## src/rtl/beta_mem_pkg.sv

```systemverilog
// Shared definitions for the Beta memory path: arbiter state encodings,
// grant-owner codes and default bus widths. Also used by the cache controller.
package beta_mem_pkg;

    localparam int DEF_ADDR_W = 32;
    localparam int DEF_DATA_W = 32;

    typedef enum logic [1:0] {
        IDLE    = 2'd0,
        GRANT_I = 2'd1,
        GRANT_D = 2'd2,
        RESP    = 2'd3
    } arb_state_e;

    typedef enum logic {
        OWN_I = 1'b0,
        OWN_D = 1'b1
    } arb_owner_e;

endpackage

```

## src/rtl/beta_mem_arbiter_if.sv

```systemverilog
// Core-side and memory-side bus of the Beta memory arbiter.
// slave  : the arbiter's view (serves core requests, drives memory).
// master : the environment's view (core plus memory).
// BETA_ARB_TIMEOUT_EN adds the busErr timeout flag.
interface beta_mem_arbiter_if
    import beta_mem_pkg::*;
#(
    parameter int ADDR_W = DEF_ADDR_W,
    parameter int DATA_W = DEF_DATA_W
);
    logic [ADDR_W-1:0] InstructionAddress;
    logic              iReq;
    logic [DATA_W-1:0] InstructionData;
    logic              instructionReady;
    logic [ADDR_W-1:0] DataAddress;
    logic [DATA_W-1:0] DataWrite;
    logic              WriteEnable;
    logic              ReadEnable;
    logic [DATA_W-1:0] DataRead;
    logic              dataReady;
    logic [ADDR_W-1:0] memAddress;
    logic [DATA_W-1:0] memWData;
    logic              memWE;
    logic              memRE;
    logic [DATA_W-1:0] memRData;
    logic              memAck;
`ifdef BETA_ARB_TIMEOUT_EN
    logic              busErr;
`endif

    modport slave (
`ifdef BETA_ARB_TIMEOUT_EN
        output busErr,
`endif
        input  InstructionAddress, iReq, DataAddress, DataWrite,
        input  WriteEnable, ReadEnable, memRData, memAck,
        output InstructionData, instructionReady, DataRead, dataReady,
        output memAddress, memWData, memWE, memRE
    );

    modport master (
`ifdef BETA_ARB_TIMEOUT_EN
        input  busErr,
`endif
        output InstructionAddress, iReq, DataAddress, DataWrite,
        output WriteEnable, ReadEnable, memRData, memAck,
        input  InstructionData, instructionReady, DataRead, dataReady,
        input  memAddress, memWData, memWE, memRE
    );

endinterface

```

## src/rtl/beta_arb_watchdog.sv

```systemverilog
// Wait-for-ack watchdog: counts cycles while the arbiter holds a grant and
// flags expiry on the TIMEOUT_CYCLES-th grant cycle. Cleared whenever not running.
module beta_arb_watchdog #(
    parameter int TIMEOUT_CYCLES = 64
) (
    input  logic clk,
    input  logic rst,
    input  logic i_run,
    output logic o_expire
);
    localparam int CNT_W = $clog2(TIMEOUT_CYCLES + 1);

    logic [CNT_W-1:0] r_cnt;

    // Count grant cycles; hold at the expiry value, restart when the grant ends.
    always_ff @(posedge clk) begin
        if (!rst || !i_run)
            r_cnt <= '0;
        else if (!o_expire)
            r_cnt <= r_cnt + 1'b1;
    end

    assign o_expire = i_run && (r_cnt == CNT_W'(TIMEOUT_CYCLES - 1));

endmodule

```

## src/rtl/beta_mem_arbiter.sv

```systemverilog
// Beta memory arbiter: shares one single-ported memory between instruction
// fetch and data access. Data wins by default; after MAX_DATA_STREAK
// back-to-back data grants with a fetch waiting, the fetch is granted.
// BETA_ARB_TIMEOUT_EN adds a wait-for-ack watchdog and the busErr flag.
module beta_mem_arbiter
    import beta_mem_pkg::*;
#(
    parameter int ADDR_W          = DEF_ADDR_W,
    parameter int DATA_W          = DEF_DATA_W,
    parameter int MAX_DATA_STREAK = 4
`ifdef BETA_ARB_TIMEOUT_EN
    , parameter int TIMEOUT_CYCLES = 64
`endif
) (
    input  logic              clk,
    input  logic              rst,
    beta_mem_arbiter_if.slave bus
);
    localparam int STREAK_W = $clog2(MAX_DATA_STREAK + 1);

    arb_state_e        r_state, w_next;
    arb_owner_e        r_owner;
    logic [STREAK_W-1:0] r_streak;
    logic [ADDR_W-1:0] r_addr;
    logic [DATA_W-1:0] r_wdata, r_idata, r_dread;
    logic              r_we, r_re;
    logic              w_dreq, w_streak_full, w_grant_d, w_grant_i, w_done, w_timeout;
    logic [DATA_W-1:0] w_cap;

    assign w_dreq        = bus.ReadEnable || bus.WriteEnable;
    assign w_streak_full = (r_streak == STREAK_W'(MAX_DATA_STREAK));
    // A timed-out access returns zero data.
    assign w_cap         = w_timeout ? '0 : bus.memRData;

    // State register.
    always_ff @(posedge clk) begin
        if (!rst)
            r_state <= IDLE;
        else
            r_state <= w_next;
    end

    // Arbitration and next-state decode.
    always_comb begin
        w_next    = r_state;
        w_grant_d = 1'b0;
        w_grant_i = 1'b0;
        w_done    = 1'b0;
        case (r_state)
            IDLE: begin
                if (w_dreq && !(bus.iReq && w_streak_full)) begin
                    w_grant_d = 1'b1;
                    w_next    = GRANT_D;
                end else if (bus.iReq) begin
                    w_grant_i = 1'b1;
                    w_next    = GRANT_I;
                end
            end
            GRANT_I, GRANT_D: begin
                if (bus.memAck || w_timeout) begin
                    w_done = 1'b1;
                    w_next = RESP;
                end
            end
            RESP:    w_next = IDLE;
            default: w_next = IDLE;
        endcase
    end

    // Latch the winning request, run the strobes, capture response data.
    always_ff @(posedge clk) begin
        if (!rst) begin
            r_owner  <= OWN_I;
            r_streak <= '0;
            r_addr   <= '0;
            r_wdata  <= '0;
            r_we     <= 1'b0;
            r_re     <= 1'b0;
            r_idata  <= '0;
            r_dread  <= '0;
        end else begin
            if (w_grant_d) begin
                r_owner <= OWN_D;
                r_addr  <= bus.DataAddress;
                r_wdata <= bus.DataWrite;
                r_we    <= bus.WriteEnable;
                r_re    <= !bus.WriteEnable;     // write wins when both are set
                // A data grant with fetch waiting implies streak < max, so no overflow.
                r_streak <= bus.iReq ? r_streak + 1'b1 : '0;
            end else if (w_grant_i) begin
                r_owner  <= OWN_I;
                r_addr   <= bus.InstructionAddress;
                r_we     <= 1'b0;
                r_re     <= 1'b1;
                r_streak <= '0;
            end
            if (w_done) begin
                r_we <= 1'b0;
                r_re <= 1'b0;
                if (r_owner == OWN_I)
                    r_idata <= w_cap;
                else if (r_re)
                    r_dread <= w_cap;            // stores leave DataRead untouched
            end
        end
    end

    assign bus.memAddress       = r_addr;
    assign bus.memWData         = r_wdata;
    assign bus.memWE            = r_we;
    assign bus.memRE            = r_re;
    assign bus.InstructionData  = r_idata;
    assign bus.DataRead         = r_dread;
    assign bus.instructionReady = (r_state == RESP) && (r_owner == OWN_I);
    assign bus.dataReady        = (r_state == RESP) && (r_owner == OWN_D);

`ifdef BETA_ARB_TIMEOUT_EN
    logic w_in_grant, w_expire, r_buserr;

    assign w_in_grant = (r_state == GRANT_I) || (r_state == GRANT_D);
    // An ack in the expiry cycle still counts as a normal completion.
    assign w_timeout  = w_expire && !bus.memAck;

    beta_arb_watchdog #(.TIMEOUT_CYCLES(TIMEOUT_CYCLES)) u_wd (
        .clk      (clk),
        .rst      (rst),
        .i_run    (w_in_grant),
        .o_expire (w_expire)
    );

    // busErr rides along with the ready pulse of a timed-out access.
    always_ff @(posedge clk) begin
        if (!rst)
            r_buserr <= 1'b0;
        else if (w_done)
            r_buserr <= w_timeout;
        else if (r_state == RESP)
            r_buserr <= 1'b0;
    end

    assign bus.busErr = r_buserr;
`else
    assign w_timeout = 1'b0;
`endif

endmodule

```

## src/flat_wrapper.sv

```systemverilog
// flat-port wrapper written by rule: the top's interface ports become plain ports
module beta_mem_arbiter_flat import beta_mem_pkg::*;
#(
    parameter int ADDR_W          = DEF_ADDR_W,
    parameter int DATA_W          = DEF_DATA_W,
    parameter int MAX_DATA_STREAK = 4

)
  (clk, rst, bus_InstructionAddress, bus_iReq, bus_DataAddress, bus_DataWrite, bus_WriteEnable, bus_ReadEnable, bus_memRData, bus_memAck, bus_InstructionData, bus_instructionReady, bus_DataRead, bus_dataReady, bus_memAddress, bus_memWData, bus_memWE, bus_memRE);
  beta_mem_arbiter_if #(.ADDR_W(ADDR_W), .DATA_W(DATA_W)) bus_i ();
  input  logic clk;
  input  logic rst;
  input wire logic [$bits(bus_i.InstructionAddress)-1:0] bus_InstructionAddress;
  input wire logic [$bits(bus_i.iReq)-1:0] bus_iReq;
  input wire logic [$bits(bus_i.DataAddress)-1:0] bus_DataAddress;
  input wire logic [$bits(bus_i.DataWrite)-1:0] bus_DataWrite;
  input wire logic [$bits(bus_i.WriteEnable)-1:0] bus_WriteEnable;
  input wire logic [$bits(bus_i.ReadEnable)-1:0] bus_ReadEnable;
  input wire logic [$bits(bus_i.memRData)-1:0] bus_memRData;
  input wire logic [$bits(bus_i.memAck)-1:0] bus_memAck;
  output wire logic [$bits(bus_i.InstructionData)-1:0] bus_InstructionData;
  output wire logic [$bits(bus_i.instructionReady)-1:0] bus_instructionReady;
  output wire logic [$bits(bus_i.DataRead)-1:0] bus_DataRead;
  output wire logic [$bits(bus_i.dataReady)-1:0] bus_dataReady;
  output wire logic [$bits(bus_i.memAddress)-1:0] bus_memAddress;
  output wire logic [$bits(bus_i.memWData)-1:0] bus_memWData;
  output wire logic [$bits(bus_i.memWE)-1:0] bus_memWE;
  output wire logic [$bits(bus_i.memRE)-1:0] bus_memRE;
  assign bus_i.InstructionAddress = bus_InstructionAddress;
  assign bus_i.iReq = bus_iReq;
  assign bus_i.DataAddress = bus_DataAddress;
  assign bus_i.DataWrite = bus_DataWrite;
  assign bus_i.WriteEnable = bus_WriteEnable;
  assign bus_i.ReadEnable = bus_ReadEnable;
  assign bus_i.memRData = bus_memRData;
  assign bus_i.memAck = bus_memAck;
  assign bus_InstructionData = bus_i.InstructionData;
  assign bus_instructionReady = bus_i.instructionReady;
  assign bus_DataRead = bus_i.DataRead;
  assign bus_dataReady = bus_i.dataReady;
  assign bus_memAddress = bus_i.memAddress;
  assign bus_memWData = bus_i.memWData;
  assign bus_memWE = bus_i.memWE;
  assign bus_memRE = bus_i.memRE;
  beta_mem_arbiter #(.ADDR_W(ADDR_W), .DATA_W(DATA_W), .MAX_DATA_STREAK(MAX_DATA_STREAK)) u_core (.clk(clk), .rst(rst), .bus(bus_i));
endmodule
```

## config.mk

```make
export PLATFORM = sky130hd
export DESIGN_NAME = beta_mem_arbiter_flat
export DESIGN_NICKNAME = d
export VERILOG_FILES = /design/src/rtl/beta_mem_pkg.sv /design/src/rtl/beta_mem_arbiter_if.sv /design/src/rtl/beta_arb_watchdog.sv /design/src/rtl/beta_mem_arbiter.sv /design/src/flat_wrapper.sv
export SDC_FILE = /design/constraint.sdc
export NUM_CORES = 1
export LEC_CHECK = 0
export BUFFER_PORTS_ARGS = -buffer_cell sky130_fd_sc_hd__buf_2
export CAP_MARGIN = 5
export CELL_PAD_IN_SITES_DETAIL_PLACEMENT = 0
export CELL_PAD_IN_SITES_GLOBAL_PLACEMENT = 1
export CORE_ASPECT_RATIO = 2
export CORE_MARGIN = 5
export CORE_UTILIZATION = 30
export CTS_CLUSTER_DIAMETER = 100
export DETAILED_ROUTE_END_ITERATION = 10
export MAX_ROUTING_LAYER = met4
export PLACE_DENSITY = 0.77
export SYNTH_ARGS = -nofsm -noshare
export SYNTH_HDL_FRONTEND = slang
export SYNTH_HIERARCHICAL = 1
export SYNTH_SLANG_ARGS = --single-unit
```

## constraint.sdc

```tcl
create_clock -name clk -period 1.6 [get_ports clk]
set_input_delay 0.32 -clock clk [delete_from_list [all_inputs] [get_ports clk]]
set_output_delay 0.32 -clock clk [all_outputs]
set_load 0.01 [all_outputs]
```

==> results.toml <==
[outcome]
outcome = "finished clean"

[yosys]
yosys.area.top_type_share_pct = 48.6
synth-seq-cells = 136
synth.top_cells.by_area = "dfxtp_1 (49%), a21boi_0 (11%), nand2_1 (9.0%)"
synth-async-reset-ratio_pct = 0
ys_warn_count = 6
synthCells = 637
synth_edf_count = 0
syn_area_per_cell_um2 = 8.80
seq_area_frac_synth_pct = 48.6
syn-cell-area_um2 = 5600
synth.distinct_cells = 36
synth_ff_type = "dfxtp_1"
synth.net_count = 775
synth.largest_area_cell = "dfxtp_1"

[floorplanning]
dieWidth_um = 107
dieArea_um2 = 21700
die_h_um = 203
ios = 266
core_area_um2 = 18300
std_cell_rows = 70
start_util_pct = 30.6

[place]
globalplace.congestion = 0.804
placedCellCount = 1081
hpwl_mm = 13.9
placed_area_um2 = 7220
numPortBuffers = 265

[pwr]
p_sw_share_pct = 33.5
ir_drop_mv = 0.662
p_leak_nw = 3.53
p_seq_share_pct = 34.9
comb_power_share_pct = 32.5
switchingPower_w = 0.00428
power_density_nw_per_um2 = 1610
power.internal_w = 0.00851
pwr-share-clk_pct = 32.6
power_w = 0.0128

[route]
routed_wirelength_mm = 19.6
wl_per_cell_um = 17.6
drc = 0
drt-initial-drc-count = 185
vias = 5545
drt_pass1_iterations = 4
final_antenna_net_count = 0
vias_per_cell = 4.97

[clock_tree]
postCtsSetupRepairBufs = 0
cts_root_buffer = "clkbuf_16"
cts_buffers = 17
cts_sinks = 136
clk_pin_slew_ns = 0.06
cts_tree = "built"
hold_buffers = 0
clockBufferDepth = 2
clk-insertion-delay-late_ns = 0.41
htreeDepth = 4

[global_routing]
overflow = 0
grt_pass1_wl_mm = 29.1
antenna_found_initial = 0
grt_pass1_vias = 5483
grt_max_degree = 63
grt_usage_pct = 17.7

[cells_and_area]
nets = 1025
n_fill_cell = 1869
drive_gt1_share_pct = 37.8
diodes = 0
final_cells = 1116
finalInstanceArea_um2 = 7960
syn_to_final_growth_pct = 42.1

[timing]
finClkSkew_ns = 0.0125
maxSlewViolCount = 0
rsz0062_at_grt = "no"
period_needed_ns = 1.52
tightest_slew_ns = 0.656
whs_ns = 0.136
hold_viol_final = 0
fin_crit_sh_pct = 94.7
max_slew_margin_pct = 56.2
setup_viol = 0
fmax_mhz = 660

[critical_path]
worstRegToRegCells = 7
arrival_ns = 1.20
required_ns = 1.28
reg2reg_slack_ns = 0.11
regToRegEndpoint = "u_core/bus.memWData[29]"
worst-path-max-fanout = 3
crit_type = "reg -> out"
endpoint = "bus_instructionReady"
crit_start = "u_core/r_state[0]"
endpoint_kind = "output port"
cp-start-kind = "register"
rr_startpoint = "u_core/r_streak[0]"

[hold_path]
holdCritPathClass = "in -> reg"

[job]
cap_violations = 0
synthesized netlist by cell type (all sizes together) (4+ instances only):
library cell and n:
dfxtp 136, o31ai 33, inv 4, nand3 38
ha 4, o21ai 35, nor2b 5, a21oi 34
nand2 134, buf 31, a21boi 98, clkbuf 32
o2bb2ai 33
how the worst min path moves through the flow:
stage,from,to,slack [ns],cells past startpoint
CTS,bus_InstructionAddress[24],u_core/bus.memAddress[24],0.12,3
floorplan,bus_memRData[10],u_core/bus.DataRead[10],0.45,2
global route,bus_InstructionAddress[8],u_core/bus.memAddress[8],0.13,3
finish,bus_InstructionAddress[11],u_core/bus.memAddress[11],0.14,3
global placement,u_core/bus.DataRead[5],u_core/bus.DataRead[5],0.44,2
detailed placement,u_core/bus.memAddress[14],u_core/bus.memAddress[14],0.44,1
cells by family after synthesis:
kind of cell             synth area share [%]
adder cells (fa/ha/maj)                 0.893
multiplexers                            0.201
buffers and inverters                    5.78
AND/OR/NAND/NOR                          14.3
AO/OA/AOI/OAI                            30.2
flip-flops                               48.6
registers in the layout (all words and copies together) (netlist names):
signal,flops
u_core/bus.InstructionData,32
u_core/bus.DataRead,32
u_core/bus.memWData,32
u_core/bus.memRE,1
u_core/r_streak,3
u_core/r_state,2
u_core/bus.memAddress,32
u_core/bus.memWE,1
u_core/r_owner,1
metrics by stage:
stage	worst slack, ns	setup TNS, ns	utilization, %
2_1_floorplan	0.0971	0	-
3_3_place_gp	0.0424	0	39.5
3_5_place_dp	-0.00285	-0.00285	39.5
4_1_cts	0.00285	0	42.9
5_1_grt	0.00261	0	43.5
6_report	0.0841	0	43.5
power groups by stage:
stage	Clock (W)	Sequential, W	Combinational, W
after global routing	0.00444	0.00458	0.00455
final	0.00417	0.00447	0.00416
after floorplan	0	0.00483	0.00204
after global placement	0	0.00453	0.00404
after CTS	0.00428	0.00447	0.00409
after detailed placement	0	0.00453	0.00409
area by class of cell:
cell class	instances	area, µm²	area share, %
Multi-Input combinational cell	434	2600	32.7
Tap cell	216	270	3.39
Clock inverter	15	199	2.50
Clock buffer	17	425	5.34
Timing Repair Buffer	294	1730	21.7
Sequential cell	136	2720	34.2
Inverter	4	15.0	0.189
metal layers:
metal  vias up  global-route usage, %  wire length, µm
met3        21                   4.28              952
met5         -                      -                0
met1      2578                   18.6             7570
met4         0                   5.76              413
li1       2744                      -                -
met2       202                   32.0            10700
layout by cell type, fill, tap and decap left out, drive strengths merged, types with 2 or more instances in the layout:
cell      count
buf         291
a21oi        34
a21boi       98
nand2       134
o21ai        35
nand3        38
and2          2
clkinvlp      2
clkbuf       20
nor2          2
clkinv        6
inv           7
dfxtp       136
nand4         2
o31ai        33
o2bb2ai      33
nor2b         5
ha            4
bufinv        4
timing repair:
action                                  4_1_cts  5_1_grt
gates cloned                                  0        3
gates resized for setup                       2       11
endpoints found under the hold margin         0        0
endpoints found under the setup margin        6       98
pin swaps                                     0        0
critical path, cell delays in order (launching register included):
cell	delay, ns
dfxtp_1	0.36
ha_2	0.18
nor2b_1	0.11
buf_2	0.15
No activity file was read; power rests on OpenSTA's default activity.
